File: config.mk
export PLATFORM = sky130hd
export DESIGN_NAME = seg7_capture
export DESIGN_NICKNAME = d
export VERILOG_FILES = /design/src/rtl/seg7_capture.sv
export SDC_FILE = /design/constraint.sdc
export NUM_CORES = 1
export LEC_CHECK = 0
export CORE_ASPECT_RATIO = 1.4
export CORE_MARGIN = 10
export CORE_UTILIZATION = 30
export DETAILED_ROUTE_END_ITERATION = 7
export SYNTH_ARGS = -nofsm -noshare
export SYNTH_HDL_FRONTEND = slang
export SYNTH_SLANG_ARGS = --single-unit
File: constraint.sdc
create_clock -name Clk -period 3.35 [get_ports Clk]
set_input_delay 1.005 -clock Clk [delete_from_list [all_inputs] [get_ports Clk]]
set_output_delay 1.005 -clock Clk [all_outputs]
set_load 0.05 [all_outputs]
File: src/rtl/seg7_capture.sv
// seg7_capture
//   Receive side of a time-multiplexed 4-digit 7-segment display bus.
//   Samples the segment lines and one-hot digit enable, waits until a
//   {digit, pattern} sample has been steady for STABLE_CNT cycles, then
//   decodes the lit pattern back to a hex nibble for that digit.
//
// Parameters
//   STABLE_CNT     : consecutive identical synced samples needed to commit (1..255)
//   SEG_ACTIVE_LOW : 1 = a low segment line means lit, 0 = a high line means lit
//
// Ports
//   Clk         : rising-edge clock
//   Rst         : asynchronous active-high reset
//   Seg_in      : segment lines, bit0=a (top) .. bit6=g (middle)
//   Dig_en      : one-hot digit enable, bit n selects digit n
//   Digits      : recovered nibbles, digit n at [4n+3:4n]
//   Digit_valid : per digit, last commit was a legal hex glyph
//   Frame_done  : one-cycle pulse once all four digits have committed
//   Pat_err     : one-cycle pulse on commit of an illegal pattern
//   Err_digit   : digit index of the most recent illegal commit
//
// Optional build macro SEG7_CAP_DP_EN
//   Adds input Seg_dp (decimal point, same polarity as Seg_in), which joins
//   the stability compare, and output Dp_out, where bit n holds the DP state
//   seen on the latest commit of digit n. DP never affects decoding.
module seg7_capture #(
    parameter int STABLE_CNT     = 4,
    parameter bit SEG_ACTIVE_LOW = 1'b1
) (
    input  logic        Clk,
    input  logic        Rst,
    input  logic [6:0]  Seg_in,
    input  logic [3:0]  Dig_en,
`ifdef SEG7_CAP_DP_EN
    input  logic        Seg_dp,
    output logic [3:0]  Dp_out,
`endif
    output logic [15:0] Digits,
    output logic [3:0]  Digit_valid,
    output logic        Frame_done,
    output logic        Pat_err,
    output logic [1:0]  Err_digit
);

`ifdef SEG7_CAP_DP_EN
    localparam int SW = 8;
    logic [SW-1:0] raw;
    assign raw = {Seg_dp, Seg_in};
`else
    localparam int SW = 7;
    logic [SW-1:0] raw;
    assign raw = Seg_in;
`endif

    localparam logic [7:0] STABLE = 8'(STABLE_CNT);

    logic [SW-1:0] seg_s1, seg_s2;
    logic [3:0]    en_s1, en_s2;
    logic [SW-1:0] lit;
    logic [SW+3:0] prev;
    logic [7:0]    cnt, cnt_next;
    logic          onehot, same, commit;
    logic [1:0]    idx;
    logic [3:0]    seen, seen_next;
    logic [4:0]    dec;

    // Lit pattern to {legal, value}; anything not in the table is illegal.
    function automatic logic [4:0] decode(input logic [6:0] s);
        case (s)
            7'h3F:   decode = {1'b1, 4'h0};
            7'h06:   decode = {1'b1, 4'h1};
            7'h5B:   decode = {1'b1, 4'h2};
            7'h4F:   decode = {1'b1, 4'h3};
            7'h66:   decode = {1'b1, 4'h4};
            7'h6D:   decode = {1'b1, 4'h5};
            7'h7D:   decode = {1'b1, 4'h6};
            7'h07:   decode = {1'b1, 4'h7};
            7'h7F:   decode = {1'b1, 4'h8};
            7'h6F:   decode = {1'b1, 4'h9};
            7'h77:   decode = {1'b1, 4'hA};
            7'h7C:   decode = {1'b1, 4'hB};
            7'h39:   decode = {1'b1, 4'hC};
            7'h5E:   decode = {1'b1, 4'hD};
            7'h79:   decode = {1'b1, 4'hE};
            7'h71:   decode = {1'b1, 4'hF};
            default: decode = 5'b0_0000;
        endcase
    endfunction

    // Polarity is normalised after the synchroniser so 1 = lit internally.
    assign lit = SEG_ACTIVE_LOW ? ~seg_s2 : seg_s2;

    always_comb begin
        onehot    = 1'b0;
        same      = 1'b0;
        cnt_next  = 8'd0;
        commit    = 1'b0;
        idx       = 2'd0;
        seen_next = seen;
        dec       = decode(lit[6:0]);

        onehot = (en_s2 != 4'd0) && ((en_s2 & (en_s2 - 4'd1)) == 4'd0);
        same   = ({en_s2, lit} == prev);

        if (same && onehot)
            cnt_next = (cnt == STABLE) ? cnt : cnt + 8'd1;
        else
            cnt_next = onehot ? 8'd1 : 8'd0;

        // Commit only on the arrival at STABLE, never while sitting there.
        // A fresh sample reloading to 1 counts as an arrival when STABLE is 1.
        commit = onehot && (cnt_next == STABLE) && !(same && (cnt == STABLE));

        case (en_s2)
            4'b0010: idx = 2'd1;
            4'b0100: idx = 2'd2;
            4'b1000: idx = 2'd3;
            default: idx = 2'd0;
        endcase

        seen_next = seen | en_s2;
    end

    always_ff @(posedge Clk or posedge Rst) begin
        if (Rst) begin
            seg_s1      <= '0;
            seg_s2      <= '0;
            en_s1       <= 4'd0;
            en_s2       <= 4'd0;
            prev        <= '0;
            cnt         <= 8'd0;
            seen        <= 4'd0;
            Digits      <= 16'd0;
            Digit_valid <= 4'd0;
            Frame_done  <= 1'b0;
            Pat_err     <= 1'b0;
            Err_digit   <= 2'd0;
`ifdef SEG7_CAP_DP_EN
            Dp_out      <= 4'd0;
`endif
        end else begin
            seg_s1     <= raw;
            seg_s2     <= seg_s1;
            en_s1      <= Dig_en;
            en_s2      <= en_s1;
            prev       <= {en_s2, lit};
            cnt        <= cnt_next;
            Frame_done <= 1'b0;
            Pat_err    <= 1'b0;
            if (commit) begin
                // Blank and illegal commits still count toward the frame.
                if (seen_next == 4'hF) begin
                    Frame_done <= 1'b1;
                    seen       <= 4'd0;
                end else begin
                    seen <= seen_next;
                end

                if (lit[6:0] == 7'd0) begin
                    Digit_valid[idx] <= 1'b0;
                end else if (dec[4]) begin
                    Digits[{idx, 2'b00} +: 4] <= dec[3:0];
                    Digit_valid[idx]          <= 1'b1;
                end else begin
                    Digit_valid[idx] <= 1'b0;
                    Pat_err          <= 1'b1;
                    Err_digit        <= idx;
                end
`ifdef SEG7_CAP_DP_EN
                Dp_out[idx] <= lit[7];
`endif
            end
        end
    end

endmodule
==> results.md, run 1 <==
- The flow ran to the end, and the final reports show no timing, DRC or antenna violations.
- The critical path data required time is ~3600 ps.
- After technology mapping, the gate count stands at 284.
- The top routing layer in use is met4.
- STA classifies the critical path endpoint as a flop.
- For the final database, setup skew stands at between 5 and 6 ps.
- The proportion of layout cells with a drive suffix above 1 is 14.3%.
- Once placement finished, the instance area stood at 0.00367 mm2.
- Summed over all layers, the routed wires come to roughly 6500 um.
- The post-synth design cell area is 0.00321 mm2.
- The count of standard-cell rows is 44.
- No sink is reached through more buffers than the 2 on the longest clock path.
- 0 antenna diodes ended up in the layout.
- The setup TNS after final layout is 0 ps.
- Of all nets on the critical path, the largest fanout is 14.
- The CTS clock-pin slew for the worst setup and hold paths is 50 ps.
- For this run, the post-layout net count is 339.
- The first-pass GRT wire length is 10900 um.
- The synthesized area per cell is ~11 um2.
- The die area is 0.0153 mm2.
- The placeable core region is 0.0104 mm2.
- The tool flagged a number of max-cap violations equal to 0.
- Counting flops with an async set or reset pin after synthesis yields a share of 100%.
- The CTS tree is done.
- The global router's overall resource usage is 8.87%.
- After detailed placement, the design holds a cell count of 444.
- For this configuration, the core starts out at a cell density of 30.9%.
- The clock period minus worst slack is between 2000 and 3000 ps.
- The setup path with the least slack is of type reg -> reg.
- Yosys mapped the design onto 51 distinct sky130hd cell types.
- In this run the power density over the cells is between 400 and 500 mW/mm2.
- From bottom edge to top edge, the die measures 142 um.
- After legalization and detailed placement, the total HPWL measured 4720 um.
- Across the VDD grid, the largest voltage drop is 312 uV.
- The count of nets left with antenna violations after detail routing is 0.
- Detailed routing placed a total of ~3400 um of wire on met2.
- The congestion estimate from routability-driven global placement came to about 0.85.
- The clock net in this run drives a total of roughly 70 sinks.
- The via-per-instance ratio is roughly 4.7.
- The cell at the root of the clock tree is clkbuf_16.
- Clock tree synthesis inserted a total of 9 buffers.
- For the worst-skew pair, the clock arrives at the later sink with an insertion delay of 330 ps.
- Cells fill 38.3% of the core in the end.
- The final number of max-transition violations is 0.
- The length of the first detailed-routing pass in iterations is 4.
- During synthesis, Yosys emitted a total of 0 warnings.
- The number of antenna violations at the first check in global routing is 0.
- The total DRC errors in the routed layout is 0.
- For this block, the initial DRC count from the detailed router was between 100 and 150.
- In the final routed layout, each cell accounts on average for 14.2 um.
- For this run, the leading register cell type out of synthesis is dfrtp_1.
- The detailed router put a total of 2630 um of wire on met1.
- The boundary pin count is 37.
- The number of register bits inferred by synthesis is 69.
- Summed over all layers, the global routing overflow is 0.
- When the netlist entered floorplanning its net count stood at 306.
- The maximum clock rate is 358 MHz.
- For the worst setup path, the data arrival time is 3000 ps.
- The H-tree was split into 3 levels.
- The sort of element at the start of the critical path is a flop.
- The largest net degree at the start of global routing is 28.
- In the detailed route, the total length drawn on met3 is about 350 um.
- For this run, the number of standard cells in the final layout without fillers is 459.
- The worst slack after detailed placement is 580 ps.
- The number of global-route vias before repair is 2247.
- Dividing the final minimum period by the clock period gives 83.3%.
- The routed layout has 2180 vias.
- Setup repair after global routing left no endpoint under its margin.
- The sequential fraction of the synthesis area is 53.7%.
- The reported leakage power is between 1.5 and 2 nW.
- After clock tree synthesis, the repair step resized 0 gates.
- The hold violation count in the final report is 0.
- The number of enable-type register cells in the synthesized netlist is 0.
- Setup violations remaining at the end of the flow were counted as 0.
- The total of buffers placed on input and output ports is 36.
- The remaining max-slew budget at the tightest pin is a little over half.
- Buffers added to address setup during post-CTS repair amount to 0.
- The signed area change from the synthesized netlist to the final layout is 24.1%.
- The worst min-delay path class is reg -> reg.
- Summing all non-filler instances in the final layout gives an area of 0.00399 mm2.
- The die is 107 um wide.
- At the pin with the least slew margin, the transition time is between 600 and 700 ps.
- The worst path meets setup with between 500 and 600 ps of slack.
- The post-cts hold buffer count is 0.
routing by layer:
layer,GRT usage [%],vias to the layer above
li1,-,1057
met1,10.1,1048
met2,14.4,61
met3,3.49,14
met4,3.88,0
met5,0,-
area by class of cell:
type	instances	area, um2
clock buffers	9	225
clock inverters	6	87.6
fillers	988	6420
inverters	12	45.0
multi-input cells	186	1350
flip-flops and latches	69	1730
well taps	138	173
repair buffers	39	383
cell families (layout without fill, tap and decap cells):
| kind of cell | count (synthesis) | in the layout | share of synthesized area, % |
|---|---|---|---|
| AO/OA/AOI/OAI | 29 | 29 | 6.08 |
| XOR/XNOR | 21 | 21 | 5.72 |
| adder cells (fa/ha/maj) | 9 | 9 | 3.50 |
| buffers and inverters | 29 | 66 | 4.36 |
| flip-flops | 69 | 69 | 53.7 |
| multiplexers | 24 | 24 | 8.80 |
| AND/OR/NAND/NOR | 103 | 103 | 17.8 |
final timing paths:
path | start | to | slack (ps) | cells after the start
setup / recovery | en_s2[3] | Digits[9] | 560 | 6
hold / removal | en_s1[1] | en_s2[1] | 340 | 0
setup reg to reg | en_s2[3] | Digits[9] | 560 | 6
hold reg to reg | en_s1[1] | en_s2[1] | 340 | 0
max in group asynchronous | Rst | Digits[8] | 1590 | 3
min in group asynchronous | Rst | prev[10] | 1050 | 2
per-stage QoR:
step                hold WS, ps  total power [mW]
floorplan                   331             0.964
finish                      344              1.97
detailed placement          335             0.999
CTS                         347              2.01
global placement            331             0.996
global route                352              2.06
synth_stat cells, types with 2 or more instances:
cell | number | area [um2]
nor3b_1 | 2 | 15.0
nor4b_1 | 2 | 17.5
buf_2 | 7 | 35.0
nor3_1 | 14 | 70.1
nand4_1 | 6 | 37.5
a211oi_1 | 3 | 22.5
nor4_1 | 4 | 25.0
mux2_4 | 4 | 60.1
a21oi_1 | 10 | 50.1
clkbuf_1 | 7 | 26.3
mux2_2 | 18 | 203
nand3_1 | 10 | 50.1
inv_1 | 12 | 45.0
dfrtp_1 | 69 | 1730
xnor2_1 | 10 | 87.6
nand2_1 | 14 | 52.6
and4b_1 | 3 | 30.0
or3_1 | 2 | 12.5
o21ai_0 | 3 | 15.0
nand3b_1 | 2 | 15.0
o2bb2ai_1 | 2 | 17.5
ha_1 | 9 | 113
xor2_1 | 11 | 96.3
nor2_1 | 30 | 113
nor2b_1 | 2 | 12.5
nand2b_1 | 2 | 12.5
mux2i_1 | 2 | 20.0
worst max-delay path, cell delays in order (launching register included):
cell      delay [ps]
dfrtp_1          470
xnor2_1          170
or3_1            440
a2111o_1         490
and4b_2          530
nand3_1          250
mux2_2           340
power breakdown:
group	internal, mW	leakage, nW	switching, mW
registers	0.855	0.887	0.0262
logic	0.0424	0.649	0.0589
clock network	0.648	0.156	0.344
registers in the layout (all words and copies together) (netlist names), named ones only:
name / cells
Digits: 16
prev: 11
cnt: 8
seg_s1: 7
seg_s2: 7
en_s1: 4
en_s2: 4
seen: 4
Err_digit: 2
Frame_done: 1
Pat_err: 1
cell usage in the layout, fill, tap and decap left out, drive strengths merged, types with 11 or more instances in the layout:
cell,n
nor3,14
xor2,11
nand2,14
mux2,22
clkdlybuf4s50,36
dfrtp,69
nand3,11
nor2,30
inv,13
No activity file was read; power rests on OpenSTA's default activity.
==> run 2: changes to the inputs <==
==> constraint.sdc (replaced) <==
create_clock -name Clk -period 2.8 [get_ports Clk]
set_input_delay 0.84 -clock Clk [delete_from_list [all_inputs] [get_ports Clk]]
set_output_delay 0.84 -clock Clk [all_outputs]
set_load 0.05 [all_outputs]
==> run 2 against run 1 <==
Clock power increased by 18%; design area increased by 1.2%; core utilization up 0.46 points; largest cell class unchanged; highest routed layer unchanged.
==> results.md, run 2 (synthesized netlist as in run 1, its figures left out) <==
- The CTS tree is done.
- The most flop-heavy register is Digits.
- Headroom to the max-slew limit came out at about two thirds.
- The share of total power dissipated in combinational logic is 5.5%.
- Buffers inserted to repair hold after CTS numbered 0.
- For this run, design rule violations remaining after detail routing come to 0.
- Once the clock tree was built, the setup fixing pass inserted 0 buffers.
- Setup repair after global routing left no endpoint under its margin.
- The aggregate routed wire length is 6630 um.
- The worst hold path belongs to the class reg -> reg.
- The worst slack after detailed placement is 174 ps.
- The routed layout has 2269 vias.
- The register with the most flip-flops in the layout has 16 of them.
- In this run, the number of DRC markers left after iteration 0 of detailed routing was 122.
- Once routing completed, OpenROAD measured the worst setup slack at 218 ps.
- The internal power component is 1.80 mW.
- The critical path data required time is 3010 ps.
- The via-per-instance ratio is 4.88.
- 37 I/O pins were placed.
- Entering global routing, the biggest net connects 53 pins.
- The run finished with clean final reports.
- The total power of the final layout is 2.35 mW.
- The detail route stage leaves a number of antenna-violating nets equal to 0.
- The number of diodes is 0.
- The area taken by flip-flops and latches is 0.00173 mm2.
- The setup TNS after final layout is 0 ps.
- After filler insertion, the fill cell instance count of the layout stands at between 900 and 1000.
- The final number of max-transition violations came to 0.
- The total overflow left after global routing is 0.
- Excluding fillers, the count of instances in the completed layout stands at 465.
- Between clock sinks in the finished design, the worst skew comes to just under 9 ps.
- The power spent charging and discharging nets is approximately 540 uW.
- The hold violation count in the final report is 0.
- The die is 142 um tall.
- The length of the first detailed-routing pass in iterations is 5.
- The library cell used most frequently in the layout, excluding fill and tap cells, is dfrtp_1.
- The final weighted congestion in routability-driven placement is 0.892.
- The count of standard-cell rows is 44.
- For this design the static power due to leakage is 1.71 nW.
- The clock period minus worst slack is 2580 ps.
- The proportion of layout cells with a drive suffix above 1 is between 10% and 20%.
- The worst setup path is captured at a flop.
- The critical path contains buffers and inverters numbering 0 combined.
- From left edge to right edge, the die measures 107 um.
- The maximum clock rate is 387 MHz.
- The number of violations of the max-capacitance limit is 0.
- The slowest stage of the critical path is the or4b_2 cell.
- The library cells used most frequently in the layout, excluding fill and tap cells, are 69 x dfrtp_1, 36 x clkdlybuf4s50_1, 30 x nor2_1.
- The number of CTS-inserted buffers is 9.
- The first global-routing pass estimated approximately 11000 um of wire.
- The count of buffers added on input and output ports is 36.
- The cell at the root of the clock tree is clkbuf_16.
- Data on the critical path arrives at its endpoint at 2790 ps.
- The region available for standard cell placement spans between 0.01 and 0.015 mm2.
- The clock passes through at most 2 buffers.
- At the end of the flow, the number of nets in the layout was 344.
- The floorplan step defined a die boundary enclosing 0.0153 mm2.
- The switching share of total power is 23.2%.
- The setup slack of the worst register-to-register path is approximately 220 ps.
- The clock reaches the later pin of the worst-skew pair after 330 ps.
- At the pin with the least slew margin, the transition time is 510 ps.
- The largest vdd supply drop is between 300 and 400 uV.
- The power density of the placed cells is 582 mW/mm2.
- Detailed placement finished with a half-perimeter wire length of 4870 um.
- In this run the worst path has a maximum fanout of 14.
- The H-tree was split into 3 levels.
- The final design utilization is 38.8%.
- Of the total power, the clock network draws 49.7%.
- The detailed-route wire length per cell is 14.3 um.
- The total of endpoints with negative setup slack in the final report is 0.
- The number of antenna violations at the first check in global routing is 0.
- The total instance count after detailed placement is around 450.
- The tree built by TritonCTS fans out to between 60 and 70 sinks.
- The cell family contributing the most delay on the critical path is simple AND/OR/NAND/NOR gates.
- The period utilization is between 90% and 100%.
- The largest registers in the layout are Digits (16), prev (11), cnt (8).
- The sort of element at the start of the critical path is a flop.
- The CTS clock-pin slew for the worst setup and hold paths is 60 ps.
- The number of global-route vias before repair came to roughly 2300.
- The area growth from synthesis to layout is 25.5%.
- The critical path goes through ha_1, or4b_2, o21ai_0, and4b_4, nand3_1, mux2_2.
- Global routing consumed, over all layers together, 9.22% of the routing resources.
- The critical path in this run is classified as reg -> reg.
- Per report_power, the sequential group accounts for 44.8% of the total.
- The initial standard-cell utilization of the core is between 30% and 40%.
- The footprint of the multi-input gates is 0.00135 mm2.
- The delay of the slowest cell on the worst path is 630 ps.
==> run 2: metrics by stage <==
| stage | area (um2) | hold WS (ps) |
|---|---|---|
| 6_report | 4030 | 346 |
| 5_1_grt | 4030 | 350 |
| 4_1_cts | 4030 | 348 |
| 3_5_place_dp | 3720 | 335 |
| 3_3_place_gp | 3720 | 331 |
| 2_1_floorplan | 3210 | 331 |
==> run 2: final timing paths <==
| check | startpoint | to | cells past startpoint |
|---|---|---|---|
| setup / recovery | cnt[1] | Digits[9] | 6 |
| hold / removal | seg_s1[6] | seg_s2[6] | 0 |
| setup reg to reg | cnt[1] | Digits[9] | 6 |
| hold reg to reg | seg_s1[6] | seg_s2[6] | 0 |
| max in group asynchronous | Rst | asynchronous set/reset pin | 3 |
| min in group asynchronous | Rst | prev[8] | 2 |
==> run 2: metal layers <==
| metal | share of wire [%] | routed length [um] | track usage, % | up-vias |
|---|---|---|---|---|
| met2 | 52 | 3460 | 15.6 | 58 |
| met5 | 0 | 0 | 0 | - |
| met1 | 40 | 2670 | 10.2 | 1113 |
| met4 | 3.0 | 202 | 4.87 | 0 |
| li1 | - | - | - | 1078 |
| met3 | 4.5 | 299 | 2.77 | 20 |
==> run 2: layout make-up <==
class | count | share of cell area [%]
Sequential cell | 69 | 42.8
Clock buffer | 11 | 6.02
Multi-Input combinational cell | 186 | 33.4
Tap cell | 138 | 4.28
Inverter | 12 | 1.12
Clock inverter | 5 | 1.61
Timing Repair Buffer | 44 | 10.7
==> run 2: what timing repair did <==
action,4_1_cts,5_1_grt
endpoints found under the setup margin,0,12
hold endpoints to repair,0,0
resized for setup,0,1
==> run 2: power by group through the flow <==
stage	clock network (mW)	registers, mW	logic [mW]
global route	1.24	1.06	0.149
global placement	0	1.07	0.130
CTS	1.19	1.05	0.132
detailed placement	0	1.07	0.132
floorplan	0	1.05	0.103
finish	1.17	1.05	0.130
==> run 3: changes to the inputs <==
--- a/config.mk
+++ b/config.mk
@@ -5,6 +5,7 @@
 export SDC_FILE = /design/constraint.sdc
 export NUM_CORES = 1
 export LEC_CHECK = 0
+export ABC_CLOCK_PERIOD_IN_PS = 2800
 export CORE_ASPECT_RATIO = 1.4
 export CORE_MARGIN = 10
 export CORE_UTILIZATION = 30
==> results of run 3 <==
Same layout as run 2: the final DEF is identical, and so are final timing and power.
